### src/rtl/kmeans_update_centroids.sv
// K-means recompute stage: scans assigned points, accumulates per-cluster sums/counts,
// divides with serial restoring dividers, writes new centroids back and flags movement.
module kmeans_update_centroids #(
  parameter int unsigned       MAX_CLUSTERS    = 8,
  parameter int unsigned       CNT_W           = 16,
  parameter int unsigned       ACC_W           = 16 + CNT_W,
  parameter int unsigned       ADDR_W          = 16,
  parameter logic [ADDR_W-1:0] POINT_LADDR     = 'h0100,
  parameter logic [ADDR_W-1:0] FCLUSTER_LADDR  = 'h0080,
  parameter logic [ADDR_W-1:0] FCENTROID_LADDR = 'h0000
) (
  input  logic              clk_i,
  input  logic              reset_ni,
  input  logic              start_i,
  output logic              ready_o,
  output logic              done_o,
  output logic              changed_o,
  output logic              bad_id_o,
  input  logic [CNT_W-1:0]  num_vals_i,
  input  logic [7:0]        num_clusters_i,
  output logic [ADDR_W-1:0] mem_addr_o,
  output logic              mem_we_o,
  output logic [31:0]       mem_dout_o,
  input  logic [31:0]       mem_din_i
);

  localparam int unsigned IdxW    = (MAX_CLUSTERS > 1) ? $clog2(MAX_CLUSTERS) : 1;
  localparam int unsigned DivCntW = $clog2(ACC_W) + 1;

  typedef enum logic [3:0] {
    StIdle, StPtAddr, StIdAddr, StAccum, StOldAddr, StDivInit, StDivRun, StWrite, StDone
  } state_e;

  state_e              state_q;
  logic [CNT_W-1:0]    i_q;
  logic [7:0]          k_q;
  logic [31:0]         point_q, old_q;
  logic [ACC_W-1:0]    sum_a_q [MAX_CLUSTERS];
  logic [ACC_W-1:0]    sum_b_q [MAX_CLUSTERS];
  logic [CNT_W-1:0]    cnt_q   [MAX_CLUSTERS];
  logic [ACC_W-1:0]    rem_a_q, rem_b_q, quo_a_q, quo_b_q, dvs_q;
  logic [DivCntW-1:0]  div_cnt_q;
  logic                done_q, changed_q, bad_q, mem_we_q;
  logic [ADDR_W-1:0]   mem_addr_q;
  logic [31:0]         mem_dout_q;

  logic [7:0]          nc;
  logic [7:0]          acc_id;
  logic [7:0]          k_nx;
  logic [CNT_W-1:0]    i_nx;
  logic [IdxW-1:0]     slot_k;
  logic [ACC_W-1:0]    rem_a_nx, rem_b_nx, quo_a_nx, quo_b_nx;

  // One restoring-division step: shift in the next dividend bit, subtract if it fits.
  function automatic logic [2*ACC_W-1:0] div_step(input logic [ACC_W-1:0] rem,
                                                  input logic [ACC_W-1:0] quo,
                                                  input logic [ACC_W-1:0] dvs);
    logic [ACC_W:0] sh, diff;
    sh   = {rem, quo[ACC_W-1]};
    diff = sh - {1'b0, dvs};
    if (diff[ACC_W]) return {sh[ACC_W-1:0], quo[ACC_W-2:0], 1'b0};
    else             return {diff[ACC_W-1:0], quo[ACC_W-2:0], 1'b1};
  endfunction

  always_comb begin
    nc     = (num_clusters_i > 8'(MAX_CLUSTERS)) ? 8'(MAX_CLUSTERS) : num_clusters_i;
    acc_id = mem_din_i[{i_q[1:0], 3'b000} +: 8];
    k_nx   = k_q + 8'd1;
    i_nx   = i_q + CNT_W'(1);
    slot_k = k_q[IdxW-1:0];
    {rem_a_nx, quo_a_nx} = div_step(rem_a_q, quo_a_q, dvs_q);
    {rem_b_nx, quo_b_nx} = div_step(rem_b_q, quo_b_q, dvs_q);
  end

  always_ff @(posedge clk_i or negedge reset_ni) begin
    if (!reset_ni) begin
      state_q    <= StIdle;
      i_q        <= '0;
      k_q        <= '0;
      point_q    <= '0;
      old_q      <= '0;
      rem_a_q    <= '0;
      rem_b_q    <= '0;
      quo_a_q    <= '0;
      quo_b_q    <= '0;
      dvs_q      <= '0;
      div_cnt_q  <= '0;
      done_q     <= 1'b0;
      changed_q  <= 1'b0;
      bad_q      <= 1'b0;
      mem_we_q   <= 1'b0;
      mem_addr_q <= '0;
      mem_dout_q <= '0;
      for (int unsigned c = 0; c < MAX_CLUSTERS; c++) begin
        sum_a_q[c] <= '0;
        sum_b_q[c] <= '0;
        cnt_q[c]   <= '0;
      end
    end else begin
      done_q   <= 1'b0;
      mem_we_q <= 1'b0;
      unique case (state_q)
        StIdle: begin
          if (start_i) begin
            for (int unsigned c = 0; c < MAX_CLUSTERS; c++) begin
              sum_a_q[c] <= '0;
              sum_b_q[c] <= '0;
              cnt_q[c]   <= '0;
            end
            changed_q <= 1'b0;
            bad_q     <= 1'b0;
            i_q       <= '0;
            k_q       <= '0;
            if (num_vals_i != '0) begin
              state_q    <= StPtAddr;
              mem_addr_q <= POINT_LADDR;
            end else if (nc == 8'd0) begin
              state_q <= StDone;
              done_q  <= 1'b1;
            end else begin
              state_q    <= StOldAddr;
              mem_addr_q <= FCENTROID_LADDR;
            end
          end
        end
        StPtAddr: begin
          mem_addr_q <= FCLUSTER_LADDR + ADDR_W'(i_q >> 2);
          state_q    <= StIdAddr;
        end
        StIdAddr: begin
          point_q <= mem_din_i;
          state_q <= StAccum;
        end
        StAccum: begin
          if (acc_id < nc) begin
            for (int unsigned c = 0; c < MAX_CLUSTERS; c++) begin
              if (acc_id == 8'(c)) begin
                sum_a_q[c] <= sum_a_q[c] + ACC_W'(point_q[31:16]);
                sum_b_q[c] <= sum_b_q[c] + ACC_W'(point_q[15:0]);
                cnt_q[c]   <= cnt_q[c] + CNT_W'(1);
              end
            end
          end else begin
            bad_q <= 1'b1;
          end
          i_q <= i_nx;
          if (i_q == num_vals_i - CNT_W'(1)) begin
            if (nc == 8'd0) begin
              state_q <= StDone;
              done_q  <= 1'b1;
            end else begin
              state_q    <= StOldAddr;
              mem_addr_q <= FCENTROID_LADDR;
            end
          end else begin
            state_q    <= StPtAddr;
            mem_addr_q <= POINT_LADDR + ADDR_W'(i_nx);
          end
        end
        StOldAddr: state_q <= StDivInit;
        StDivInit: begin
          old_q <= mem_din_i;
          if (cnt_q[slot_k] == '0) begin
            mem_dout_q <= mem_din_i;
            mem_we_q   <= 1'b1;
            state_q    <= StWrite;
          end else begin
            rem_a_q   <= '0;
            rem_b_q   <= '0;
            quo_a_q   <= sum_a_q[slot_k];
            quo_b_q   <= sum_b_q[slot_k];
            dvs_q     <= ACC_W'(cnt_q[slot_k]);
            div_cnt_q <= '0;
            state_q   <= StDivRun;
          end
        end
        StDivRun: begin
          rem_a_q   <= rem_a_nx;
          rem_b_q   <= rem_b_nx;
          quo_a_q   <= quo_a_nx;
          quo_b_q   <= quo_b_nx;
          div_cnt_q <= div_cnt_q + DivCntW'(1);
          if (div_cnt_q == DivCntW'(ACC_W - 1)) begin
            mem_dout_q <= {quo_a_nx[15:0], quo_b_nx[15:0]};
            mem_we_q   <= 1'b1;
            state_q    <= StWrite;
          end
        end
        StWrite: begin
          if (mem_dout_q != old_q) changed_q <= 1'b1;
          k_q <= k_nx;
          if (k_nx == nc) begin
            state_q <= StDone;
            done_q  <= 1'b1;
          end else begin
            state_q    <= StOldAddr;
            mem_addr_q <= FCENTROID_LADDR + ADDR_W'(k_nx);
          end
        end
        StDone:  state_q <= StIdle;
        default: state_q <= StIdle;
      endcase
    end
  end

  assign ready_o    = (state_q == StIdle);
  assign done_o     = done_q;
  assign changed_o  = changed_q;
  assign bad_id_o   = bad_q;
  assign mem_we_o   = mem_we_q;
  assign mem_addr_o = mem_addr_q;
  assign mem_dout_o = mem_dout_q;

endmodule

### config.mk
export PLATFORM = sky130hd
export DESIGN_NAME = kmeans_update_centroids
export DESIGN_NICKNAME = d
export VERILOG_FILES = /design/src/rtl/kmeans_update_centroids.sv
export SDC_FILE = /design/constraint.sdc
export NUM_CORES = 2
export LEC_CHECK = 0
export CAP_MARGIN = 20
export CELL_PAD_IN_SITES_DETAIL_PLACEMENT = 0
export CELL_PAD_IN_SITES_GLOBAL_PLACEMENT = 1
export CORE_MARGIN = 4
export CORE_UTILIZATION = 40
export DETAILED_ROUTE_END_ITERATION = 12
export DONT_BUFFER_PORTS = 1
export PLACE_DENSITY = 0.72
export SYNTH_ARGS = -nofsm -noshare
export SYNTH_HDL_FRONTEND = slang
export SYNTH_SLANG_ARGS = --single-unit
### constraint.sdc
create_clock -name clk_i -period 3.8 [get_ports clk_i]
set_clock_uncertainty 0.05 [all_clocks]
set_input_delay 0.38 -clock clk_i [delete_from_list [all_inputs] [get_ports clk_i]]
set_output_delay 0.38 -clock clk_i [all_outputs]
set_load 0.005 [all_outputs]
==> impl_results.md <==
- Status: complete, no violations
- Post-route DRC: 0
- Final WL: around 180 mm
- Pin count of the biggest net entering global routing: ~940
- CTS Buf Count: roughly 110
- R2R setup slack: approximately 0.053 ns
- Register area: between 0.02 and 0.025 mm^2
- Critical path capture point type: register
- GRT overflow: 0
- Commonest cells after routing, fill and taps aside: dfrtp_1 (929), nand2_1 (791), nor2_1 (541)
- Ranking of synthesized cells by area: dfrtp_1 (39%), ha_1 (6.5%), mux4_2 (6.3%)
- Hold Path Depth: 5
- Metal2 WL: around 85 mm
- Peak Freq: about 270 MHz
- Max-cap viol count: 0
- # fillers: ~14,000
- Area Growth Syn to Fin: 14.3%
- Metal-1 WL: between 80 and 90 mm
- Final Max Slew Viols: 0
- Met3 routed WL: between 7 and 8 mm
- HP Class: input port to register
- Initial antenna violation count: 6
- Hold Crit Start: num_clusters_i[2]
- First-pass GRT wire length: around 280 mm
- YS warnings: 0
- WL/cell: between 20 and 25 um
- CP startpoint: point_q[0]
- TritonRoute pass-1 iters: 6
- Headroom to the max-slew limit: 0.128
- Die area: 0.156 mm^2
- Clk sinks: a little over 900
- Post-route ant nets: 0
- Sequential-to-total area share from yosys stat: 0.391
- R2r worst-path depth: 10
- Finished Layout Cells: 8,441
- Place WS: -0.416 ns
- Synth unique cells: 96
- Final setup viols: 0
- Vias in the first global route: just under 50,000
- Post-DR vias/cell: 5.77
- Final WS setup: between 0.05 and 0.06 ns
- Cells after synthesis: around 6,300
- Setup_tns: 0 ns
- IO buf count: 0
- Latest clock arrival within the worst-skew pair: 0.73 ns
- Arr. time, crit path: 4.27 ns
- Commonest non-fill, non-tap cell in the layout: dfrtp_1
- Hold Fails Final Rpt: 0
- Multi-input logic area: between 0.03 and 0.04 mm^2
- DP HPWL: approximately 130 mm
- Worst Path Class, Setup: register to register
- Power Density: around 560 mW/mm^2
- Post-Syn Area per Cell: 9.55 um^2
- EDFF count, synth: 0
- CP Max Fanout: 7
- Clock-pin slew on the worst setup and hold paths: about 0.060 ns
- Synth Cell Area: about 0.060 mm^2
- Die X: approximately 400 um
- Initial Utilization: 0.404
- Gr usage total: 0.226
- Share of the synthesized area in the top cell type: 0.391
- Top FF cell, synth: dfrtp_1
- CTS tree: yes
- Clock tree buffer depth: 3
- Via Count: ~50,000
- Share of layout cells above drive strength 1: 0.122
- VDD IR max: 0.838 mV
- Period minus WS final: between 3 and 4 ns
- RD Place Congestion: a little over 0.9
- Final worst-path cycle share: 0.986
- # placed instances: 8,183
- Startpoint types: register
- Die height: approximately 390 um
- Worst R2R Start: point_q[0]
- Least-Margin Pin Slew: ~1.3 ns
- Clock root buffer master: clkbuf_16
- Worst Path Required: roughly 4.3 ns
- Final #Nets: approximately 6,800
- Uppermost layer routed: met5
- # H-tree levels: 3
- # IOs: roughly 110
- Hold Path End: mem_addr_o[8]
- Cell taking the most area after synthesis: dfrtp_1
- Register bit total from synthesis: around 930
- Tot Pwr: between 30 and 40 mW
- Initial detailed-routing violation count: approximately 3,500
- Row count: approximately 140
- Post-synth ARST share: 1.00
- Leakage: between 30 and 40 nW
- Core Area: approximately 0.15 mm^2
- RR Endpoint: sum_b_q[57]
[metrics by stage]
stage               utilization  instance area [um^2]  hold slack, ns
global placement          0.431                 63800          0.0634
detailed placement        0.431                 63800          0.0765
finish                    0.461                 68300          0.0793
floorplan                     -                 59800          0.0344
CTS                       0.459                 67900          -0.738
global route              0.461                 68300          0.0767
[Yosys cell counts (all sizes together), types with 159 or more instances]
cell type  count
a21oi        277
clkbuf       219
dfrtp        934
ha           309
mux4         168
nand2        799
nand3        216
nor2         543
o21ai        447
o31ai        159
xnor2        231
xor2         400
[layout make-up]
type,count,share of cell area
Sequential cell,934,0.343
Clock inverter,39,0.00652
Timing Repair Buffer,337,0.0489
Antenna cell,1,0.0000367
Inverter,100,0.00550
Clock buffer,162,0.0473
Tap cell,1930,0.0354
Multi-Input combinational cell,4938,0.514
[sequential cells by signal, summed over array words and instances, names as in the netlist, 4 cells and up]
| register | flops |
|---|---|
| k_q | 8 |
| dvs_q | 16 |
| point_q | 32 |
| quo_a_q | 32 |
| div_cnt_q | 6 |
| sum_a_q | 256 |
| mem_addr_o | 16 |
| mem_dout_o | 32 |
| rem_b_q | 32 |
| sum_b_q | 256 |
| cnt_q | 128 |
| i_q | 16 |
| state_q | 4 |
| old_q | 32 |
| rem_a_q | 32 |
| quo_b_q | 32 |
[cell families (layout without fill, tap and decap cells)]
logic type / Yosys count / count (layout) / share of synthesized area
other: 1 / 5 / 0.0000628
multiplexers: 347 / 347 / 0.0948
XOR/XNOR: 631 / 631 / 0.0925
adder cells (fa/ha/maj): 327 / 327 / 0.0707
flip-flops: 934 / 934 / 0.391
buffers and inverters: 391 / 638 / 0.0259
AND/OR/NAND/NOR: 2205 / 2205 / 0.173
AO/OA/AOI/OAI: 1423 / 1424 / 0.152
[worst max path at each step]
stage | to | slack (ns) | cells past startpoint
after floorplan | sum_a_q[184] | 0.02 | 14
after CTS | cnt_q[93] | 0.009 | 15
after global placement | sum_a_q[59] | -0.36 | 16
after global routing | sum_a_q[88] | -0.02 | 16
final | sum_b_q[57] | 0.05 | 10
after detailed placement | sum_b_q[63] | -0.42 | 16
[where the power goes]
group | switching (mW) | internal [mW] | total (mW) | leakage, nW
logic | 8.18 | 6.11 | 14.3 | 16.9
clock network | 4.51 | 6.40 | 10.9 | 1.82
registers | 1.66 | 11.4 | 13.0 | 12.5
total | 14.4 | 23.9 | 38.2 | 31.2
[worst max-delay path, cell delays in order, from the launching register on]
cell and delay [ns]:
dfrtp_1 0.51, ha_1 0.30, a21o_1 0.18, a211oi_1 0.54, o21ai_0 0.29, a31oi_1 0.38
o21ai_0 0.53, o31ai_4 0.49, nor2_1 0.10, xnor2_1 0.17, nor2_1 0.05
[layer usage]
metal,vias up,GRT usage
met5,-,0
met4,6,0.0619
met3,251,0.0287
met2,1024,0.376
met1,24400,0.309
li1,23000,-
[what timing repair did]
| item | in CTS | in global routing |
|---|---|---|
| setup buffers | 1 | 11 |
| setup endpoints to repair | 61 | 229 |
| pin swaps | 0 | 5 |
| hold buffers | 36 | 2 |
| endpoints found under the hold margin | 1040 | 185 |
| gates resized for setup | 4 | 27 |
| cloned | 0 | 1 |
Power figures use the tool's default switching activity.
